### src/rtl/ovr_i_shtdwn_if.sv
// rtl/ovr_i_shtdwn_if.sv - PWM sync, comparator, clear and shutdown signal bundle for ovr_i_shtdwn
interface ovr_i_shtdwn_if;
    logic       PWM_synch;
    logic       OVR_I_lft;
    logic       OVR_I_rght;
    logic       clr_shtdwn;
    logic       OVR_I_shtdwn;
    logic       ovr_window;
    logic [7:0] evt_cnt;

    modport master (
        output PWM_synch,
        output OVR_I_lft,
        output OVR_I_rght,
        output clr_shtdwn,
        input  OVR_I_shtdwn,
        input  ovr_window,
        input  evt_cnt
    );

    modport slave (
        input  PWM_synch,
        input  OVR_I_lft,
        input  OVR_I_rght,
        input  clr_shtdwn,
        output OVR_I_shtdwn,
        output ovr_window,
        output evt_cnt
    );
endinterface

### src/rtl/ovr_i_shtdwn.sv
// rtl/ovr_i_shtdwn.sv - over-current supervisor, windowed sampling and latched shutdown (optional leaky counter: OVR_I_LEAKY_EN)
module ovr_i_shtdwn #(
    parameter logic [10:0] BLANK_START = 11'd128,
    parameter logic [10:0] BLANK_END   = 11'd255,
    parameter logic [7:0]  MAX_EVENTS  = 8'd40
) (
    input  logic          clk,
    input  logic          rst_n,
    ovr_i_shtdwn_if.slave bus
);

    typedef enum logic [2:0] {
        IDLE,
        BLANK,
        SAMPLE,
        WAIT,
        SHTDWN
    } state_t;

    state_t      state;
    logic        lft_meta;
    logic        lft_s;
    logic        rght_meta;
    logic        rght_s;
    logic        ovr_s;
    logic [10:0] pos;
    logic [10:0] pos_nxt;
    logic        flag;
    logic [7:0]  cnt;
    logic [7:0]  cnt_eval;
    logic        shtdwn;
    logic        window;
    logic        enter_win;
    state_t      enter_state;

    assign bus.OVR_I_shtdwn = shtdwn;
    assign bus.ovr_window   = window;
    assign bus.evt_cnt      = cnt;

    // Two-flop synchronizers for the asynchronous comparator outputs
    always_ff @(posedge clk or negedge rst_n) begin
        if (!rst_n) begin
            lft_meta  <= 1'b0;
            lft_s     <= 1'b0;
            rght_meta <= 1'b0;
            rght_s    <= 1'b0;
        end else begin
            lft_meta  <= bus.OVR_I_lft;
            lft_s     <= lft_meta;
            rght_meta <= bus.OVR_I_rght;
            rght_s    <= rght_meta;
        end
    end

    assign ovr_s = lft_s | rght_s;

    // Next PWM-period position: restart on sync, otherwise count up and stick at the top
    always_comb begin
        pos_nxt = pos;
        if (bus.PWM_synch) begin
            pos_nxt = '0;
        end else if (pos != 11'h7FF) begin
            pos_nxt = pos + 11'd1;
        end
    end

    // Position counter register
    always_ff @(posedge clk or negedge rst_n) begin
        if (!rst_n) begin
            pos <= '0;
        end else begin
            pos <= pos_nxt;
        end
    end

    // Counter value produced by evaluating the period that just ended
    always_comb begin
        cnt_eval = cnt;
        if (flag) begin
            if (cnt != 8'hFF) begin
                cnt_eval = cnt + 8'd1;
            end
        end
`ifdef OVR_I_LEAKY_EN
        else if (cnt != 8'h00) begin
            cnt_eval = cnt - 8'd1;
        end
`endif
    end

    // A new period normally starts blanked; it opens straight into sampling only if the window begins at 0
    assign enter_win   = (pos_nxt == BLANK_START);
    assign enter_state = enter_win ? SAMPLE : BLANK;

    // Period state machine with registered window, counter and shutdown outputs
    always_ff @(posedge clk or negedge rst_n) begin
        if (!rst_n) begin
            state  <= IDLE;
            flag   <= 1'b0;
            cnt    <= '0;
            shtdwn <= 1'b0;
            window <= 1'b0;
        end else if (bus.clr_shtdwn && !ovr_s) begin
            // Clear is refused while the fault is still present, and wins over a period evaluation
            state  <= IDLE;
            flag   <= 1'b0;
            cnt    <= '0;
            shtdwn <= 1'b0;
            window <= 1'b0;
        end else begin
            case (state)
                IDLE: begin
                    if (bus.PWM_synch) begin
                        state  <= enter_state;
                        window <= enter_win;
                    end
                end
                BLANK, SAMPLE, WAIT: begin
                    if (bus.PWM_synch) begin
                        // End of period (normal or short): score it with the flag as it stands
                        cnt  <= cnt_eval;
                        flag <= 1'b0;
                        if (cnt_eval >= MAX_EVENTS) begin
                            state  <= SHTDWN;
                            shtdwn <= 1'b1;
                            window <= 1'b0;
                        end else begin
                            state  <= enter_state;
                            window <= enter_win;
                        end
                    end else if (state == BLANK) begin
                        if (pos_nxt == BLANK_START) begin
                            state  <= SAMPLE;
                            window <= 1'b1;
                        end
                    end else if (state == SAMPLE) begin
                        if (ovr_s) begin
                            flag <= 1'b1;
                        end
                        if (pos == BLANK_END) begin
                            state  <= WAIT;
                            window <= 1'b0;
                        end
                    end
                end
                SHTDWN: begin
                    state <= SHTDWN;
                end
                default: begin
                    state  <= IDLE;
                    window <= 1'b0;
                end
            endcase
        end
    end

endmodule

### src/flat_wrapper.sv
// flat-port wrapper written by rule: the top's interface ports become plain ports
module ovr_i_shtdwn_flat 
#(
    parameter logic [10:0] BLANK_START = 11'd128,
    parameter logic [10:0] BLANK_END   = 11'd255,
    parameter logic [7:0]  MAX_EVENTS  = 8'd40
)
  (clk, rst_n, bus_PWM_synch, bus_OVR_I_lft, bus_OVR_I_rght, bus_clr_shtdwn, bus_OVR_I_shtdwn, bus_ovr_window, bus_evt_cnt);
  ovr_i_shtdwn_if bus_i ();
  input  logic clk;
  input  logic rst_n;
  input wire logic [$bits(bus_i.PWM_synch)-1:0] bus_PWM_synch;
  input wire logic [$bits(bus_i.OVR_I_lft)-1:0] bus_OVR_I_lft;
  input wire logic [$bits(bus_i.OVR_I_rght)-1:0] bus_OVR_I_rght;
  input wire logic [$bits(bus_i.clr_shtdwn)-1:0] bus_clr_shtdwn;
  output wire logic [$bits(bus_i.OVR_I_shtdwn)-1:0] bus_OVR_I_shtdwn;
  output wire logic [$bits(bus_i.ovr_window)-1:0] bus_ovr_window;
  output wire logic [$bits(bus_i.evt_cnt)-1:0] bus_evt_cnt;
  assign bus_i.PWM_synch = bus_PWM_synch;
  assign bus_i.OVR_I_lft = bus_OVR_I_lft;
  assign bus_i.OVR_I_rght = bus_OVR_I_rght;
  assign bus_i.clr_shtdwn = bus_clr_shtdwn;
  assign bus_OVR_I_shtdwn = bus_i.OVR_I_shtdwn;
  assign bus_ovr_window = bus_i.ovr_window;
  assign bus_evt_cnt = bus_i.evt_cnt;
  ovr_i_shtdwn #(.BLANK_START(BLANK_START), .BLANK_END(BLANK_END), .MAX_EVENTS(MAX_EVENTS)) u_core (.clk(clk), .rst_n(rst_n), .bus(bus_i));
endmodule
### config.mk
export PLATFORM = sky130hd
export DESIGN_NAME = ovr_i_shtdwn_flat
export DESIGN_NICKNAME = d
export VERILOG_FILES = /design/src/rtl/ovr_i_shtdwn_if.sv /design/src/rtl/ovr_i_shtdwn.sv /design/src/flat_wrapper.sv
export SDC_FILE = /design/constraint.sdc
export NUM_CORES = 1
export LEC_CHECK = 0
export ABC_CLOCK_PERIOD_IN_PS = 2400
export CORE_MARGIN = 2
export CORE_UTILIZATION = 40
export DETAILED_ROUTE_END_ITERATION = 12
export PLACE_DENSITY_LB_ADDON = 0.15
export SLEW_MARGIN = 20
export SYNTH_ARGS = -nofsm -noshare
export SYNTH_HDL_FRONTEND = slang
export SYNTH_SLANG_ARGS = --single-unit
### constraint.sdc
create_clock -name clk -period 2.4 [get_ports clk]
set_input_delay 0.6 -clock clk [delete_from_list [all_inputs] [get_ports clk]]
set_output_delay 0.6 -clock clk [all_outputs]
set_load 0.05 [all_outputs]
==> flow_summary.html, run 1 <==
<table>
<tr><th>Metric</th><th>Value</th></tr>
<tr><th colspan="2">Outcome</th></tr>
<tr><td>Outcome</td><td>completed</td></tr>
<tr><th colspan="2">Floorplanning</th></tr>
<tr><td>Die outline height</td><td>66.5 um</td></tr>
<tr><td>IO Count</td><td>16</td></tr>
<tr><td>Die X</td><td>66.5 um</td></tr>
<tr><td>Area of the core</td><td>0.00372 mm2</td></tr>
<tr><td>Initial Util</td><td>0.421</td></tr>
<tr><td>Die area</td><td>0.00442 mm2</td></tr>
<tr><td>Row Count</td><td>22</td></tr>
<tr><th colspan="2">Global routing</th></tr>
<tr><td>Total global routing track utilization</td><td>0.180</td></tr>
<tr><td>Fraction of met2 tracks used by global routing</td><td>0.256</td></tr>
<tr><td>First-pass GRT wire length</td><td>5.89 mm</td></tr>
<tr><td>Overflow left after global routing</td><td>0</td></tr>
<tr><td>Number of global-route vias before repair</td><td>1274</td></tr>
<tr><td>Grt met1 use</td><td>0.240</td></tr>
<tr><td>Grt peak-use layer</td><td>met2</td></tr>
<tr><td>Antenna violations before repair</td><td>0</td></tr>
<tr><td>Met3 routing resource usage after global routing</td><td>0.0608</td></tr>
<tr><td>Maximum number of pins on one net before global-route repair</td><td>30</td></tr>
<tr><th colspan="2">Place</th></tr>
<tr><td>Routability congestion estimate</td><td>0.800</td></tr>
<tr><td>Count of input and output buffers</td><td>15</td></tr>
<tr><td>Placed inst area</td><td>0.00178 mm2</td></tr>
<tr><td>Cell Count Post-Placement</td><td>224</td></tr>
<tr><td>Final HPWL DP</td><td>2.36 mm</td></tr>
<tr><td>Placement-stage worst setup slack</td><td>0.0304 ns</td></tr>
<tr><th colspan="2">Synth</th></tr>
<tr><td>Async SR Flop Fraction</td><td>1.00</td></tr>
<tr><td>Yosys warns</td><td>0</td></tr>
<tr><td>Post-Synthesis Cells</td><td>163</td></tr>
<tr><td>Syn Nets</td><td>171</td></tr>
<tr><td>Syn Std Cell Area</td><td>0.00156 mm2</td></tr>
<tr><td>EDFF count, synth</td><td>0</td></tr>
<tr><td>Synthesized area per cell</td><td>9.59 um2</td></tr>
<tr><td>Sequential fraction of the synthesis area</td><td>0.464</td></tr>
<tr><td>Primary flip-flop cell chosen by synthesis mapping</td><td>sky130_fd_sc_hd__dfrtp_1</td></tr>
<tr><td>Number of unique standard cell types used by synthesis</td><td>42</td></tr>
<tr><td>Flop and latch count out of synthesis</td><td>29</td></tr>
<tr><th colspan="2">Timing</th></tr>
<tr><td>Rel. slew slack</td><td>0.668</td></tr>
<tr><td>Total Negative Setup Slacks</td><td>0 ns</td></tr>
<tr><td>Transition at the pin with the smallest max-transition slack</td><td>0.496 ns</td></tr>
<tr><td>Clk_skew</td><td>0.00891 ns</td></tr>
<tr><td>Unrepaired setup endpoints after global routing</td><td>no</td></tr>
<tr><td>Hold violation total from the final report</td><td>0</td></tr>
<tr><td>Final worst setup slack</td><td>0.201 ns</td></tr>
<tr><td>Max Freq</td><td>0.455 GHz</td></tr>
<tr><td>Number of pins exceeding their max-slew limit in the final report</td><td>0</td></tr>
<tr><td>Total of endpoints with negative setup slack in the final report</td><td>0</td></tr>
<tr><td>Final cycle utilization of the critical path</td><td>0.916</td></tr>
<tr><td>Final Critical Period</td><td>2.20 ns</td></tr>
<tr><th colspan="2">Critical path</th></tr>
<tr><td>Element type at the critical path end</td><td>output pin</td></tr>
<tr><td>Worst r2r src</td><td>u_core.pos[0]</td></tr>
<tr><td>Critical path buffer and inverter count</td><td>1</td></tr>
<tr><td>Type of element launching the critical path</td><td>register</td></tr>
<tr><td>Largest stage delay on the critical path</td><td>0.85 ns</td></tr>
<tr><td>Largest fanout of any net on the critical path</td><td>8</td></tr>
<tr><td>Family of cells with the greatest summed delay on the critical path</td><td>buffers and inverters</td></tr>
<tr><td>Reg2Reg Depth</td><td>8</td></tr>
<tr><td>Worst endpoint required time</td><td>1.80 ns</td></tr>
<tr><td>Slowest stage cell on the critical path</td><td>sky130_fd_sc_hd__clkdlybuf4s50_1</td></tr>
<tr><td>Ordered cell list for the critical path</td><td>clkdlybuf4s50_1</td></tr>
<tr><td>CP Class</td><td>register to output pin</td></tr>
<tr><td>Crit path arrival time</td><td>1.60 ns</td></tr>
<tr><td>Setup slack of the most critical reg-to-reg path</td><td>0.23 ns</td></tr>
<tr><td>Capturing point of the worst reg2reg path</td><td>u_core.bus.ovr_window</td></tr>
<tr><th colspan="2">Finish</th></tr>
<tr><td>Leading cell types in the layout, fill and taps excluded</td><td>sky130_fd_sc_hd__dfrtp_1 (29), sky130_fd_sc_hd__nor2_1 (18), sky130_fd_sc_hd__clkdlybuf4s50_1 (15)</td></tr>
<tr><td>Ratio of cells with drive above 1 in the final layout</td><td>0.0929</td></tr>
<tr><td>Final cell count without fillers</td><td>231</td></tr>
<tr><td>Layout-stage area growth over the synthesis result</td><td>19.9%</td></tr>
<tr><td>Post-route core utilization</td><td>0.504</td></tr>
<tr><td>Most frequent standard cell in the layout excluding fill and tap cells</td><td>sky130_fd_sc_hd__dfrtp_1</td></tr>
<tr><td>Total number of nets in the final design</td><td>191</td></tr>
<tr><td>Final std cell area, no fill</td><td>0.00187 mm2</td></tr>
<tr><td>Inserted Diodes</td><td>0</td></tr>
<tr><th colspan="2">Drt</th></tr>
<tr><td>Routed length per placed instance</td><td>14.5 um</td></tr>
<tr><td>DRT Pass-1 Iters</td><td>4</td></tr>
<tr><td>Via Count</td><td>1324</td></tr>
<tr><td>DR vias/cell</td><td>5.73</td></tr>
<tr><td>Initial detailed-routing violation count</td><td>95</td></tr>
<tr><td>Antenna-violating nets left</td><td>0</td></tr>
<tr><td>Drt drc</td><td>0</td></tr>
<tr><td>Total wire length after detailed routing</td><td>3.36 mm</td></tr>
<tr><th colspan="2">Clock network</th></tr>
<tr><td>Latest clock arrival within the worst-skew pair</td><td>0.28 ns</td></tr>
<tr><td>H-tree depth reported by CTS</td><td>2</td></tr>
<tr><td>CTS sink count</td><td>29</td></tr>
<tr><td>Reg clk slew, reported paths</td><td>0.06 ns</td></tr>
<tr><td>Clk buf depth</td><td>2</td></tr>
<tr><td>Number of buffers created by CTS</td><td>5</td></tr>
<tr><td>CTS Root Cell</td><td>sky130_fd_sc_hd__clkbuf_8</td></tr>
<tr><td>Clock tree from TritonCTS</td><td>done</td></tr>
<tr><th colspan="2">Worst hold path</th></tr>
<tr><td>WHS Path Cells</td><td>0</td></tr>
<tr><td>Terminating pin of the worst hold path</td><td>u_core.lft_s</td></tr>
<tr><td>Hold_sp</td><td>u_core.lft_meta</td></tr>
<tr><td>Min-delay worst type</td><td>register to register</td></tr>
<tr><th colspan="2">Flow run</th></tr>
<tr><td>Max capacitance violation total</td><td>0</td></tr>
<tr><th colspan="2">Power and ir drop</th></tr>
<tr><td>Pwr dens</td><td>524 mW/mm2</td></tr>
<tr><td>Lkg Pwr</td><td>0.789 nW</td></tr>
<tr><td>Maximum vdd drop</td><td>0.000390 V</td></tr>
</table>
[metrics by stage]
stage          power [W]  hold slack (ns)
3_5_place_dp    0.000587            0.340
5_1_grt          0.00103            0.359
3_3_place_gp    0.000586            0.336
2_1_floorplan   0.000549            0.304
4_1_cts         0.000998            0.356
6_report        0.000982            0.353
[how the worst max path moves through the flow]
stage                           from                      end  slack [ns]  cells after the start
5_1_grt                u_core.pos[0]    u_core.bus.ovr_window        0.06                      7
4_1_cts                u_core.pos[0]    u_core.bus.ovr_window        0.13                      8
6_report       u_core.bus.evt_cnt[4]           bus_evt_cnt[4]        0.20                      1
3_3_place_gp           bus_PWM_synch    u_core.bus.ovr_window        0.08                      7
2_1_floorplan  u_core.bus.evt_cnt[0]  u_core.bus.OVR_I_shtdwn        0.37                      8
3_5_place_dp           bus_PWM_synch    u_core.bus.ovr_window        0.03                      8
[layout make-up]
class | count | area [um2]
fillers | 375 | 1840
flip-flops and latches | 29 | 726
well taps | 48 | 60.1
multi-input cells | 123 | 786
repair buffers | 20 | 200
clock buffers | 7 | 86.3
inverters | 4 | 15.0
[report_power, final]
part | switching, W | total [W] | internal, W
sequential | 0.00000886 | 0.000507 | 0.000498
clock | 0.000178 | 0.000405 | 0.000227
combinational | 0.0000377 | 0.0000703 | 0.0000326
total | 0.000225 | 0.000982 | 0.000757
[logic make-up after synthesis]
group           synth area share
simple gates               0.287
xor+xnor                  0.0336
flops                      0.464
compound gates             0.148
buf+inv                   0.0344
fa+ha+maj                 0.0160
mux                       0.0160
[state kept, by name, indices dropped and copies added (netlist names)]
| register | count |
|---|---|
| u_core.flag | 1 |
| u_core.bus.evt_cnt | 8 |
| u_core.lft_s | 1 |
| u_core.pos | 11 |
| u_core.lft_meta | 1 |
| u_core.rght_meta | 1 |
| u_core.bus.OVR_I_shtdwn | 1 |
| u_core.bus.ovr_window | 1 |
| u_core.rght_s | 1 |
| u_core.state | 3 |
[cell usage after synthesis, types with 3 or more instances]
master                     count  area, um2
sky130_fd_sc_hd__o21ai_0       5       25.0
sky130_fd_sc_hd__a211oi_1      3       22.5
sky130_fd_sc_hd__dfrtp_1      29        726
sky130_fd_sc_hd__a31oi_1       6       37.5
sky130_fd_sc_hd__nand3b_1      3       22.5
sky130_fd_sc_hd__nand3_1       6       30.0
sky130_fd_sc_hd__clkbuf_1      4       15.0
sky130_fd_sc_hd__xor2_1        3       26.3
sky130_fd_sc_hd__nor4_1        3       18.8
sky130_fd_sc_hd__inv_1         4       15.0
sky130_fd_sc_hd__nand4_1       4       25.0
sky130_fd_sc_hd__and4_1        4       35.0
sky130_fd_sc_hd__nor2b_1       6       37.5
sky130_fd_sc_hd__nor3_1        5       25.0
sky130_fd_sc_hd__nor2_1       18       67.6
sky130_fd_sc_hd__and3_1        7       43.8
sky130_fd_sc_hd__a21oi_1      11       55.1
sky130_fd_sc_hd__nor3b_1       3       22.5
sky130_fd_sc_hd__nand2_1       9       33.8
sky130_fd_sc_hd__nand2b_1      3       18.8
sky130_fd_sc_hd__xnor2_1       3       26.3
[per-layer routing]
layer	part of all wire	up-vias	wire [um]
met2	0.44	21	1490
li1	-	644	-
met1	0.50	651	1660
met4	0.021	0	72
met3	0.039	8	132
met5	0	-	0
[timing repair]
item | CTS | global route
setup endpoints to repair | 0 | 1
hold buffers | 0 | 0
buffers inserted | 0 | 0
resized for setup | 0 | 2
hold endpoints to repair | 0 | 0
No activity file was read; power rests on OpenSTA's default activity.
==> run 2, diff against run 1 <==
--- a/config.mk
+++ b/config.mk
@@ -10,7 +10,7 @@
 export CORE_UTILIZATION = 40
 export DETAILED_ROUTE_END_ITERATION = 12
 export PLACE_DENSITY_LB_ADDON = 0.15
-export SLEW_MARGIN = 20
+export SLEW_MARGIN = 15
 export SYNTH_ARGS = -nofsm -noshare
 export SYNTH_HDL_FRONTEND = slang
 export SYNTH_SLANG_ARGS = --single-unit
==> results of run 2 <==
The final DEF is identical to that of run 1; final timing and power are the same.
==> run 3, diff against run 2 <==
--- a/config.mk
+++ b/config.mk
@@ -6,6 +6,7 @@
 export NUM_CORES = 1
 export LEC_CHECK = 0
 export ABC_CLOCK_PERIOD_IN_PS = 2400
+export CAP_MARGIN = 20
 export CORE_MARGIN = 2
 export CORE_UTILIZATION = 40
 export DETAILED_ROUTE_END_ITERATION = 12
==> results of run 3 <==
The final DEF is identical to that of run 1; final timing and power are the same.
